**config.mk**
```make
export PLATFORM = sky130hd
export DESIGN_NAME = three_phase_pwm
export DESIGN_NICKNAME = d
export VERILOG_FILES = /design/src/rtl/three_phase_pwm_pkg.sv /design/src/rtl/three_phase_pwm_deadtime.sv /design/src/rtl/three_phase_pwm.sv
export SDC_FILE = /design/constraint.sdc
export NUM_CORES = 1
export LEC_CHECK = 0
export CORE_UTILIZATION = 35
export CTS_CLUSTER_DIAMETER = 30
export DETAILED_ROUTE_END_ITERATION = 8
export PLACE_DENSITY = 0.66
export SLEW_MARGIN = 25
export SYNTH_ARGS = -nofsm -noshare
export SYNTH_HDL_FRONTEND = slang
export SYNTH_HIERARCHICAL = 1
export SYNTH_SLANG_ARGS = --single-unit
```
**constraint.sdc**
```tcl
create_clock -name Clk -period 2.69 [get_ports Clk]
set_input_delay 0.807 -clock Clk [delete_from_list [all_inputs] [get_ports Clk]]
set_output_delay 0.807 -clock Clk [all_outputs]
set_load 0.02 [all_outputs]
```
**src/rtl/three_phase_pwm_pkg.sv**
```systemverilog
// Shared definitions for the three-phase centre-aligned PWM block.
// Sample format, phase indices, default carrier/dead-time sizing and the
// 2's-complement to offset-binary helper used for the duty comparison.
package three_phase_pwm_pkg;

    localparam int SAMPLE_W      = 19;
    localparam int NUM_PHASES    = 3;
    localparam int U             = 0;
    localparam int V             = 1;
    localparam int W             = 2;

    localparam int CNT_W_DEFAULT = 10;
    localparam int DEAD_DEFAULT  = 8;

    typedef logic signed [SAMPLE_W-1:0] sample_t;

    typedef enum logic {
        DIR_UP   = 1'b0,
        DIR_DOWN = 1'b1
    } dir_e;

    // Flipping the sign bit maps [-1,1) onto 0..2^SAMPLE_W-1 monotonically,
    // so -1.0 becomes 0 (never on) and just-below +1.0 becomes all ones.
    function automatic logic [SAMPLE_W-1:0] to_offset(input sample_t s);
        return {~s[SAMPLE_W-1], s[SAMPLE_W-2:0]};
    endfunction

endpackage

```
**src/rtl/three_phase_pwm_deadtime.sv**
```systemverilog
// Per-phase dead-time inserter for one half-bridge leg.
// Any change of the raw PWM level, a disabled cycle, or the first enabled
// cycle after a disable restarts the dead counter; the gates follow raw only
// once the counter has run down, so H and L can never overlap.
module pwm_deadtime #(
    parameter int DEAD = 8
) (
    input  logic Clk,
    input  logic Reset,
    input  logic Enable,
    input  logic raw,
    output logic H,
    output logic L
);

    localparam logic [7:0] DEAD_V = 8'(DEAD);

    logic [7:0] dcnt;
    logic [7:0] dcnt_nxt;
    logic       raw_q;
    logic       en_q;
    logic       reload;
    logic       drive;

    // Reload on any event that makes the leg state uncertain; otherwise run down.
    always_comb begin
        reload   = !Enable || !en_q || (raw != raw_q);
        dcnt_nxt = dcnt;
        if (reload)
            dcnt_nxt = DEAD_V;
        else if (dcnt != 8'd0)
            dcnt_nxt = dcnt - 8'd1;
        // With DEAD=0 a reload lands directly on zero, giving no gap.
        drive    = Enable && (dcnt_nxt == 8'd0);
    end

    // Counter, edge-detect history and the registered gate outputs.
    always_ff @(posedge Clk or posedge Reset) begin
        if (Reset) begin
            dcnt  <= DEAD_V;
            raw_q <= 1'b0;
            en_q  <= 1'b0;
            H     <= 1'b0;
            L     <= 1'b0;
        end else begin
            dcnt  <= dcnt_nxt;
            raw_q <= raw;
            en_q  <= Enable;
            H     <= drive &&  raw;
            L     <= drive && !raw;
        end
    end

endmodule

```
**src/rtl/three_phase_pwm.sv**
```systemverilog
// Three-phase centre-aligned PWM with dead-time protected gate outputs.
// A triangle carrier 0..MAX..1 is compared with per-phase duty values that
// are captured together at the carrier trough, where Sync also pulses.
// Optional fault latch: define THREE_PHASE_PWM_FAULT_LATCH_EN to add the
// Fault / FaultClear inputs and the Tripped output.
module three_phase_pwm
    import three_phase_pwm_pkg::*;
#(
    parameter int CNT_W = CNT_W_DEFAULT,
    parameter int DEAD  = DEAD_DEFAULT
) (
    input  logic                  Clk,
    input  logic                  Reset,
    input  logic                  Enable,
    input  sample_t               Duty1,
    input  sample_t               Duty2,
    input  sample_t               Duty3,
`ifdef THREE_PHASE_PWM_FAULT_LATCH_EN
    input  logic                  Fault,
    input  logic                  FaultClear,
    output logic                  Tripped,
`endif
    output logic                  Sync,
    output logic [NUM_PHASES-1:0] PwmH,
    output logic [NUM_PHASES-1:0] PwmL
);

    localparam logic [CNT_W-1:0] MAX  = '1;
    localparam logic [CNT_W-1:0] ONE  = CNT_W'(1);
    localparam logic [CNT_W-1:0] ZERO = '0;

    logic [CNT_W-1:0]                  cnt;
    logic [CNT_W-1:0]                  cnt_nxt;
    dir_e                              dir;
    dir_e                              dir_nxt;
    sample_t                           duty   [NUM_PHASES];
    logic [NUM_PHASES-1:0][CNT_W-1:0]  cmp;
    logic [NUM_PHASES-1:0][CNT_W-1:0]  shadow;
    logic [NUM_PHASES-1:0]             raw;
    logic                              gate_en;

    assign duty[U] = Duty1;
    assign duty[V] = Duty2;
    assign duty[W] = Duty3;

    // Carrier step: up to the peak, then down to 1 so the trough value 0
    // appears once per period and the period is 2*MAX cycles.
    always_comb begin
        cnt_nxt = cnt;
        dir_nxt = dir;
        if (dir == DIR_UP) begin
            if (cnt == MAX) begin
                cnt_nxt = MAX - ONE;
                dir_nxt = DIR_DOWN;
            end else begin
                cnt_nxt = cnt + ONE;
            end
        end else begin
            cnt_nxt = cnt - ONE;
            if (cnt == ONE)
                dir_nxt = DIR_UP;
        end
    end

    // Carrier state and the trough marker, registered so Sync is aligned
    // with the cycle whose counter is 0 (but is low in reset).
    always_ff @(posedge Clk or posedge Reset) begin
        if (Reset) begin
            cnt  <= ZERO;
            dir  <= DIR_UP;
            Sync <= 1'b0;
        end else begin
            cnt  <= cnt_nxt;
            dir  <= dir_nxt;
            Sync <= (cnt_nxt == ZERO);
        end
    end

    // Duty to compare value: keep the top CNT_W bits of the offset-binary sample.
    for (genvar n = 0; n < NUM_PHASES; n++) begin : g_cmp
        logic [SAMPLE_W-1:0] off;
        assign off    = to_offset(duty[n]);
        assign cmp[n] = CNT_W'(off >> (SAMPLE_W - CNT_W));
    end

    // Shadow capture at the trough and raw comparison against the live shadow.
    always_ff @(posedge Clk or posedge Reset) begin
        if (Reset) begin
            shadow <= '0;
            raw    <= '0;
        end else begin
            for (int n = 0; n < NUM_PHASES; n++) begin
                if (cnt == ZERO)
                    shadow[n] <= cmp[n];
                raw[n] <= (cnt < shadow[n]);
            end
        end
    end

`ifdef THREE_PHASE_PWM_FAULT_LATCH_EN
    logic tripped_nxt;

    // Fault wins over clear; the gates see the new trip state on the same edge.
    assign tripped_nxt = Fault | (Tripped & ~FaultClear);
    assign gate_en     = Enable & ~tripped_nxt;

    // Sticky fault latch.
    always_ff @(posedge Clk or posedge Reset) begin
        if (Reset)
            Tripped <= 1'b0;
        else
            Tripped <= tripped_nxt;
    end
`else
    assign gate_en = Enable;
`endif

    for (genvar n = 0; n < NUM_PHASES; n++) begin : g_leg
        pwm_deadtime #(
            .DEAD (DEAD)
        ) u_dt (
            .Clk    (Clk),
            .Reset  (Reset),
            .Enable (gate_en),
            .raw    (raw[n]),
            .H      (PwmH[n]),
            .L      (PwmL[n])
        );
    end

endmodule
```
Word-level counts from Yosys, hierarchy flattened
Cells that the tools add are included.
- register bits: 79
- word-level logic and storage cells: 73
- add/subtract/negate cells: 5
- magnitude comparators: 3
- equality and inequality tests: 5
- mux-type cells: 11
- bitwise logic cells: 3
- reduce and logical (&&, ||, !) cells: 26
- operator list (cell ; number):
    $mux W8 ; 6
    $lt A10 B10 Y1 ; 3
    $logic_not A8 Y1 ; 3
    $reduce_bool A8 Y1 ; 3
    $sub A8 B1 Y8 const B ; 3
    $logic_not A10 Y1 ; 2
    $mux W10 ; 2
    $add A10 B1 Y10 const B ; 1
    $eq A10 B1 Y1 const B ; 1
    $eq A10 B10 Y1 const B ; 1
    $sub A10 B1 Y10 const B ; 1
    $logic_and A1 B1 Y1 ; 9
    $logic_not A1 Y1 ; 5
    $logic_or A1 B1 Y1 ; 4
    $mux W1 ; 3
    $ne A1 B1 Y1 ; 3
    $not A1 Y1 ; 3

Longest topological paths before layout
Gate-level depths: netlist (run 1).
- word-level depth: 7
- depth in mapped cells: 8
- gate-level depth less buffers: 7

Cells and area by module
The synthesis (run 1) kept the hierarchy.
- by module, submodules not included (module ; instances ; cells each ; area each (µm²)):
    three_phase_pwm ; 1 ; 271 ; 2780.2
    pwm_deadtime ; 3 ; 66 ; 684.4

Worst setup path after synthesis (run 1)
Ideal clock, no wire load.
- path kind: register -> register
- start: register cnt[1]
- end: register Sync
- arrival: 2.197 ns
- data required time: 2.579 ns
- slack: 0.381 ns
- cell stages (with the launch flop): 9
- buffers on the path: 1
- cells stage by stage: dfrtp_1 > clkbuf_1 > inv_1 > ha_1 > nand4bb_1 > a21oi_1 > a31o_1 > or4_1 > a2111oi_2
- word-level cells in the longest chain between the ends: 4
- elaborated cells between the ends (all ways): 6
- classes of those cells: 2 x add/sub; 1 x eq/ne; 2 x mux; 1 x reduce/logical
- ends and longest elaborated chain (item ; RTL line ; RTL):
    from (decl) ; three_phase_pwm.sv:32 ; logic [CNT_W-1:0] cnt;
    from (signal assigned) ; three_phase_pwm.sv:73 ; cnt <= cnt_nxt;
    $add A10 B1 Y10 / $eq A10 B10 Y1 (equally long branches) ; three_phase_pwm.sv:56, three_phase_pwm.sv:52 ;
    $mux W10 ; three_phase_pwm.sv:52 ; if (cnt == MAX) begin
    $mux W10 * ; three_phase_pwm.sv:51 ; if (dir == DIR_UP) begin
    net cnt_nxt[4] ; three_phase_pwm.sv:33 ; logic [CNT_W-1:0] cnt_nxt;
    $logic_not A10 Y1 * ; three_phase_pwm.sv:75 ; Sync <= (cnt_nxt == ZERO);
    to (signal assigned) ; three_phase_pwm.sv:75 ;
    to (decl) ; three_phase_pwm.sv:23 ; output logic Sync,
Mark *: on every way through the listed nets, which the timed path passes. The rest lies on a longest branch.
A chain may end at the register's enable or synchronous reset.

Final worst setup path (run 1)
- start: register cnt[0]
- end: register Sync
Same word-level chain as after synthesis.

==> flow_metrics.env, run 1 <==
export IMPL_outcome="finished clean"
export IMPL_syn_area_um2=4833
export IMPL_start_util_pct=36.21
export IMPL_whs_endpoint="g_leg[2].u_dt/raw_q"
export IMPL_antenna_diode_count=0
export IMPL_die_h_um=119.5
export IMPL_grt_usage_pct=15.54
export IMPL_drc=0
export IMPL_yosysMostFrequentCell="dfrtp_1"
export IMPL_gp_congestion=0.9250
export IMPL_hpwl_um=7629
export IMPL_path_class="reg -> reg"
export IMPL_numCtsBuffers=9
export IMPL_clockBufferDepth=2
export IMPL_finalCritPeriodShare_pct=87.39
export IMPL_wl_per_cell_um=14.59
export IMPL_drive_gt1_share_pct=14.34
export IMPL_antenna_found_initial=0
export IMPL_hold_path_class="reg -> reg"
export IMPL_regToRegEndpoint="Sync"
export IMPL_htree_levels=3
export IMPL_reg2reg_setup_slack_ns=0.34
export IMPL_synth_top_area_share_pct=40.38
export IMPL_num_vias=3740
export IMPL_leakage_uw=0.002562
export IMPL_required_ns=2.92
export IMPL_synth_edf_count=0
export IMPL_die_width_um=119.5
export IMPL_synthTopCellsByCount="78 x dfrtp_1, 43 x inv_1, 37 x ha_1, 37 x nor2_1, 27 x mux2_2"
export IMPL_port_buffers=39
export IMPL_post_route_min_period_ns=2.351
export IMPL_cts_num_sinks=81
export IMPL_boundaryPins=67
export IMPL_holdBufCountCts=0
export IMPL_power_switching_uw=764.8
export IMPL_cap_viol_max_count=0
export IMPL_pwr_share_comb_pct=13.6
export IMPL_core_rowCount=42
export IMPL_hp_start="raw[2]"
export IMPL_drtIter0Drc=186
export IMPL_clkTransAtPathRegs_ns=0.07
export IMPL_synth_largest_area_cell="dfrtp_1"
export IMPL_fin_tns_setup_ns=0
export IMPL_ys_warn_count=6
export IMPL_cts_tree="built"
export IMPL_path_max_fanout=6
export IMPL_ys_types=58
export IMPL_grt_pass1_vias=3746
export IMPL_hold_viol_final=0
export IMPL_n_fill_cell=1328
export IMPL_regArea_um2=2031
export IMPL_cp_end_kind="register"
export IMPL_synth_seq_area_share_pct=42.01
export IMPL_cellPowerDensity_nw_per_um2=510.6
export IMPL_timing_slew_headroom_pct=52.32
export IMPL_avgSynthCellArea_um2=10.31
export IMPL_drt_antenna_violating_nets=0
export IMPL_dp_cells=683
export IMPL_multi_input_area_um2=2585
export IMPL_via_per_inst=5.351
export IMPL_critPathLaunchType="register"
export IMPL_overflow=0
export IMPL_dieArea_um2=14280
export IMPL_dr_pass1_iters=4
export IMPL_wirelength_um=10200
export IMPL_rsz0062_at_grt="no"
export IMPL_cp_arrival_ns=2.58
export IMPL_nets=615
export IMPL_clkLatencyLatePin_ns=0.34
export IMPL_async_reset_ff_share_pct=100.0
export IMPL_setup_viol=0
export IMPL_r2r_start="cnt[0]"
export IMPL_grt_first_pass_wirelength_um=17800
export IMPL_synth_main_ff_cell="dfrtp_1"
export IMPL_whs_path_depth=0
export IMPL_switching_share_pct=25.92
export IMPL_synth_area_leaders="dfrtp_1 40%, ha_1 9.6%, mux2_2 6.3%"
export IMPL_power_frac_seq_pct=44.9
export IMPL_ys_seq_elements=81
export IMPL_grt_max_degree=21
export IMPL_pwr_share_clk_pct=41.5
export IMPL_p_int_uw=2186
export IMPL_fin_worst_skew_ns=0.01003
export IMPL_worstMarginPinSlew_ns=0.7136
export IMPL_fmax_mhz=425.4
export IMPL_cts_root_buf="clkbuf_16"
export IMPL_reg2regPathDepth=6
export IMPL_cts_setup_buffers=0
export IMPL_syn_instance_count=469
export IMPL_area_growth_pct=19.57
export IMPL_instances_no_fill=699
export IMPL_ir_drop_mv=0.3011
export IMPL_syn_num_nets=566
export IMPL_slew_viol_final=0
export IMPL_core_um2=13350
export IMPL_ctsResizeCount=0
how the worst max path moves through the flow:
stage	start	to	slack, ns
final	cnt[0]	Sync	0.34
after global placement	cnt[0]	Sync	0.37
after detailed placement	cnt[0]	Sync	0.35
after global routing	cnt[1]	Sync	0.12
after floorplan	cnt[1]	Sync	0.38
after CTS	cnt[0]	Sync	0.34
placed cells by master (no fill, tap or decap), types with 4 or more instances in the layout:
master,instances
dfrtp_1,78
inv_1,42
clkdlybuf4s50_1,39
nor2_1,37
ha_1,37
mux2_2,27
nand2_1,21
a21oi_1,19
nor3_1,17
o21ai_0,14
nand3_1,13
buf_4,10
clkbuf_16,9
xnor2_1,9
a211oi_1,7
o21a_1,7
a21o_1,7
and4b_1,7
xor2_1,7
and3_1,6
a31oi_1,6
o22ai_1,6
o211ai_1,6
and2_1,5
or4_1,5
nand4_1,5
nor2b_1,5
nand4bb_1,4
a22o_1,4
mux2i_1,4
logic make-up (layout without fill, tap and decap cells):
family	count (synthesis)	after routing	share of synthesized area [%]
buffers and inverters	55	109	4.504
flip-flops	81	81	42.01
XOR/XNOR	16	16	2.899
AO/OA/AOI/OAI	95	95	13.33
multiplexers	34	34	8.051
AND/OR/NAND/NOR	151	151	19.62
adder cells (fa/ha/maj)	37	37	9.578
area by class of cell:
| cell class | instances | area share, % |
|---|---|---|
| multi-input combinational | 333 | 44.73 |
| sequential | 81 | 35.14 |
| timing repair buffer | 50 | 8.400 |
| tap | 176 | 3.810 |
| clock buffer | 10 | 3.962 |
| clock inverter | 6 | 1.169 |
| inverter | 43 | 2.793 |
power by group through the flow:
stage | clock network [uW] | registers [uW] | logic (uW)
global placement | 0 | 1340 | 390
floorplan | 0 | 1330 | 285
finish | 1220 | 1320 | 403
global route | 1320 | 1330 | 451
detailed placement | 0 | 1350 | 405
CTS | 1270 | 1320 | 407
layer usage:
layer | vias up | wire length, um | track usage, %
met5 | - | 0 | 0
met4 | 0 | 178 | 5.156
met3 | 20 | 461 | 3.422
met2 | 99 | 5164 | 26.63
met1 | 1816 | 4394 | 19.29
li1 | 1805 | - | -
metrics by stage:
| step | instance area [um^2] | power (uW) | utilization, % | setup slack [ns] | hold WS, ns |
|---|---|---|---|---|---|
| final | 5779 | 2951 | 43.30 | 0.3393 | 0.4507 |
| after global routing | 5779 | 3104 | 43.30 | 0.1171 | 0.4755 |
| after CTS | 5779 | 2997 | 43.30 | 0.3407 | 0.4521 |
| after detailed placement | 5483 | 1751 | 41.08 | 0.3501 | 0.4438 |
| after global placement | 5483 | 1732 | 41.08 | 0.3674 | 0.4510 |
| after floorplan | 4833 | 1618 | - | 0.3813 | 0.4123 |
flip-flops by register name (all words and copies together), names as in the netlist:
register / count
Sync: 1
cnt: 10
dir: 1
g_leg.u_dt/H: 3
g_leg.u_dt/L: 3
g_leg.u_dt/dcnt: 24
g_leg.u_dt/en_q: 3
g_leg.u_dt/raw_q: 3
raw: 3
shadow: 30
worst max-delay path, cell delays in order, from the launching register on:
cell and delay, ns:
dfrtp_1 0.45, ha_1 0.30, and4_1 0.25, a21o_1 0.17, a31o_1 0.22, or4_1 0.49
a2111oi_2 0.36
No activity file was read; power rests on OpenSTA's default activity.
==> run 2: changes to the inputs <==
--- a/config.mk
+++ b/config.mk
@@ -9,6 +9,7 @@
 export CTS_CLUSTER_DIAMETER = 30
 export DETAILED_ROUTE_END_ITERATION = 8
 export PLACE_DENSITY = 0.66
+export RECOVER_POWER = 100
 export SLEW_MARGIN = 25
 export SYNTH_ARGS = -nofsm -noshare
 export SYNTH_HDL_FRONTEND = slang
==> constraint.sdc (replaced) <==
create_clock -name Clk -period 2.9 [get_ports Clk]
set_input_delay 0.87 -clock Clk [delete_from_list [all_inputs] [get_ports Clk]]
set_output_delay 0.87 -clock Clk [all_outputs]
set_load 0.02 [all_outputs]
==> flow_metrics.env, run 2 (synthesis results as in run 1) <==
export IMPL_outcome="finished clean"
export IMPL_instances_no_fill=694
export IMPL_area_growth_pct=18.97
export IMPL_ctsResizeCount=0
export IMPL_p_total_uw=2893
export IMPL_via_per_inst=5.271
export IMPL_rsz0062_at_grt="no"
export IMPL_path_max_fanout=14
export IMPL_num_vias=3658
export IMPL_reg_top3="shadow x30, g_leg.u_dt/dcnt x24, cnt x10"
export IMPL_dieArea_um2=14280
export IMPL_timing_hold_ws_ns=0.4725
export IMPL_antenna_found_initial=0
export IMPL_grt_pass1_vias=3601
export IMPL_wirelength_um=10230
export IMPL_ir_drop_mv=0.2263
export IMPL_dp_cells=679
export IMPL_overflow=0
export IMPL_grt_max_degree=46
export IMPL_layout_common_cells="78 x dfrtp_1, 42 x inv_1, 37 x nor2_1, 37 x ha_1, 30 x clkdlybuf4s50_1"
export IMPL_numCtsBuffers=9
export IMPL_fmax_mhz=386.5
export IMPL_wl_per_cell_um=14.74
export IMPL_final_common_cell="dfrtp_1"
export IMPL_core_rowCount=42
export IMPL_drive_gt1_share_pct=12.55
export IMPL_dr_pass1_iters=5
export IMPL_start_util_pct=36.21
export IMPL_gp_congestion=0.8567
export IMPL_cp_arrival_ns=2.81
export IMPL_cts_num_sinks=81
export IMPL_core_um2=13350
export IMPL_port_buffers=39
export IMPL_cp_end_kind="register"
export IMPL_finalCritPeriodShare_pct=89.21
export IMPL_fin_worst_skew_ns=0.006356
export IMPL_hold_path_class="reg -> reg"
export IMPL_regMostFlops="shadow"
export IMPL_cap_viol_max_count=0
export IMPL_fin_tns_setup_ns=0
export IMPL_grt_usage_pct=15.13
export IMPL_postLayoutCellArea_um2=5751
export IMPL_grt_first_pass_wirelength_um=17470
export IMPL_drc=0
export IMPL_die_width_um=119.5
export IMPL_drt_antenna_violating_nets=0
export IMPL_hpwl_um=7336
export IMPL_timing_slew_headroom_pct=20.37
export IMPL_clkTransAtPathRegs_ns=0.06
export IMPL_required_ns=3.12
export IMPL_clkLatencyLatePin_ns=0.34
export IMPL_cts_setup_buffers=0
export IMPL_htree_levels=3
export IMPL_clockBufferDepth=2
export IMPL_hold_viol_final=0
export IMPL_cts_root_buf="clkbuf_16"
export IMPL_leakage_uw=0.002570
export IMPL_nets=611
export IMPL_largest_reg_flops=30
export IMPL_cellPowerDensity_nw_per_um2=503.1
export IMPL_drtIter0Drc=266
export IMPL_dpl_cell_area_um2=5440
export IMPL_holdBufCountCts=0
export IMPL_post_route_min_period_ns=2.587
export IMPL_cts_tree="built"
export IMPL_critPathLaunchType="register"
export IMPL_die_h_um=119.5
export IMPL_boundaryPins=67
export IMPL_slew_viol_final=0
export IMPL_setup_viol=0
export IMPL_antenna_diode_count=0
export IMPL_path_class="reg -> reg"
export IMPL_worstMarginPinSlew_ns=1.194
==> run 2: final cells by class <==
| type | instances | area (um^2) |
|---|---|---|
| Sequential cell | 81 | 2031 |
| Timing Repair Buffer | 46 | 426.7 |
| Multi-Input combinational cell | 333 | 2579 |
| Inverter | 43 | 161.4 |
| Clock inverter | 5 | 103.9 |
| Fill cell | 1292 | 7597 |
| Clock buffer | 10 | 229.0 |
| Tap cell | 176 | 220.2 |
==> run 2: path summary, 6_finish.rpt <==
path / endpoint / from / cells past startpoint / slack (ns)
min in group asynchronous: g_leg[0].u_dt/en_q / Reset / 2 / 1.08
max reg2reg: Sync / cnt[1] / 6 / 0.31
min: g_leg[2].u_dt/raw_q / raw[2] / 0 / 0.47
max in group asynchronous: shadow[21] / Reset / 3 / 0.71
min reg2reg: g_leg[2].u_dt/raw_q / raw[2] / 0 / 0.47
max: Sync / cnt[1] / 6 / 0.31
==> run 2: metrics by stage <==
| step | util, % | worst slack (ns) |
|---|---|---|
| global placement | 40.76 | 0.4033 |
| floorplan | - | 0.5913 |
| CTS | 43.25 | 0.3224 |
| global route | 43.08 | 0.1105 |
| finish | 43.08 | 0.3128 |
| detailed placement | 40.76 | 0.3596 |
==> run 2: routing by layer <==
metal,track usage [%],share of wire (%),vias to the layer above
met3,3.184,3.4,7
li1,-,-,1792
met1,19.32,46,1786
met5,0,0,-
met4,4.531,0.78,0
met2,25.61,49,73
==> run 2: worst max-delay path: stages, from the launching register on <==
cell       delay [ns]
dfrtp_1          0.61
ha_1             0.35
nand4b_4         0.16
a311oi_1         0.29
o2bb2ai_1        0.13
or4_1            0.57
a2111oi_2        0.36
==> run 2: where the power goes <==
group / switching [uW] / internal, uW / leakage (uW)
clock network: 458 / 839 / 0.000163
logic: 194 / 174 / 0.00141
registers: 48.3 / 1180 / 0.000993
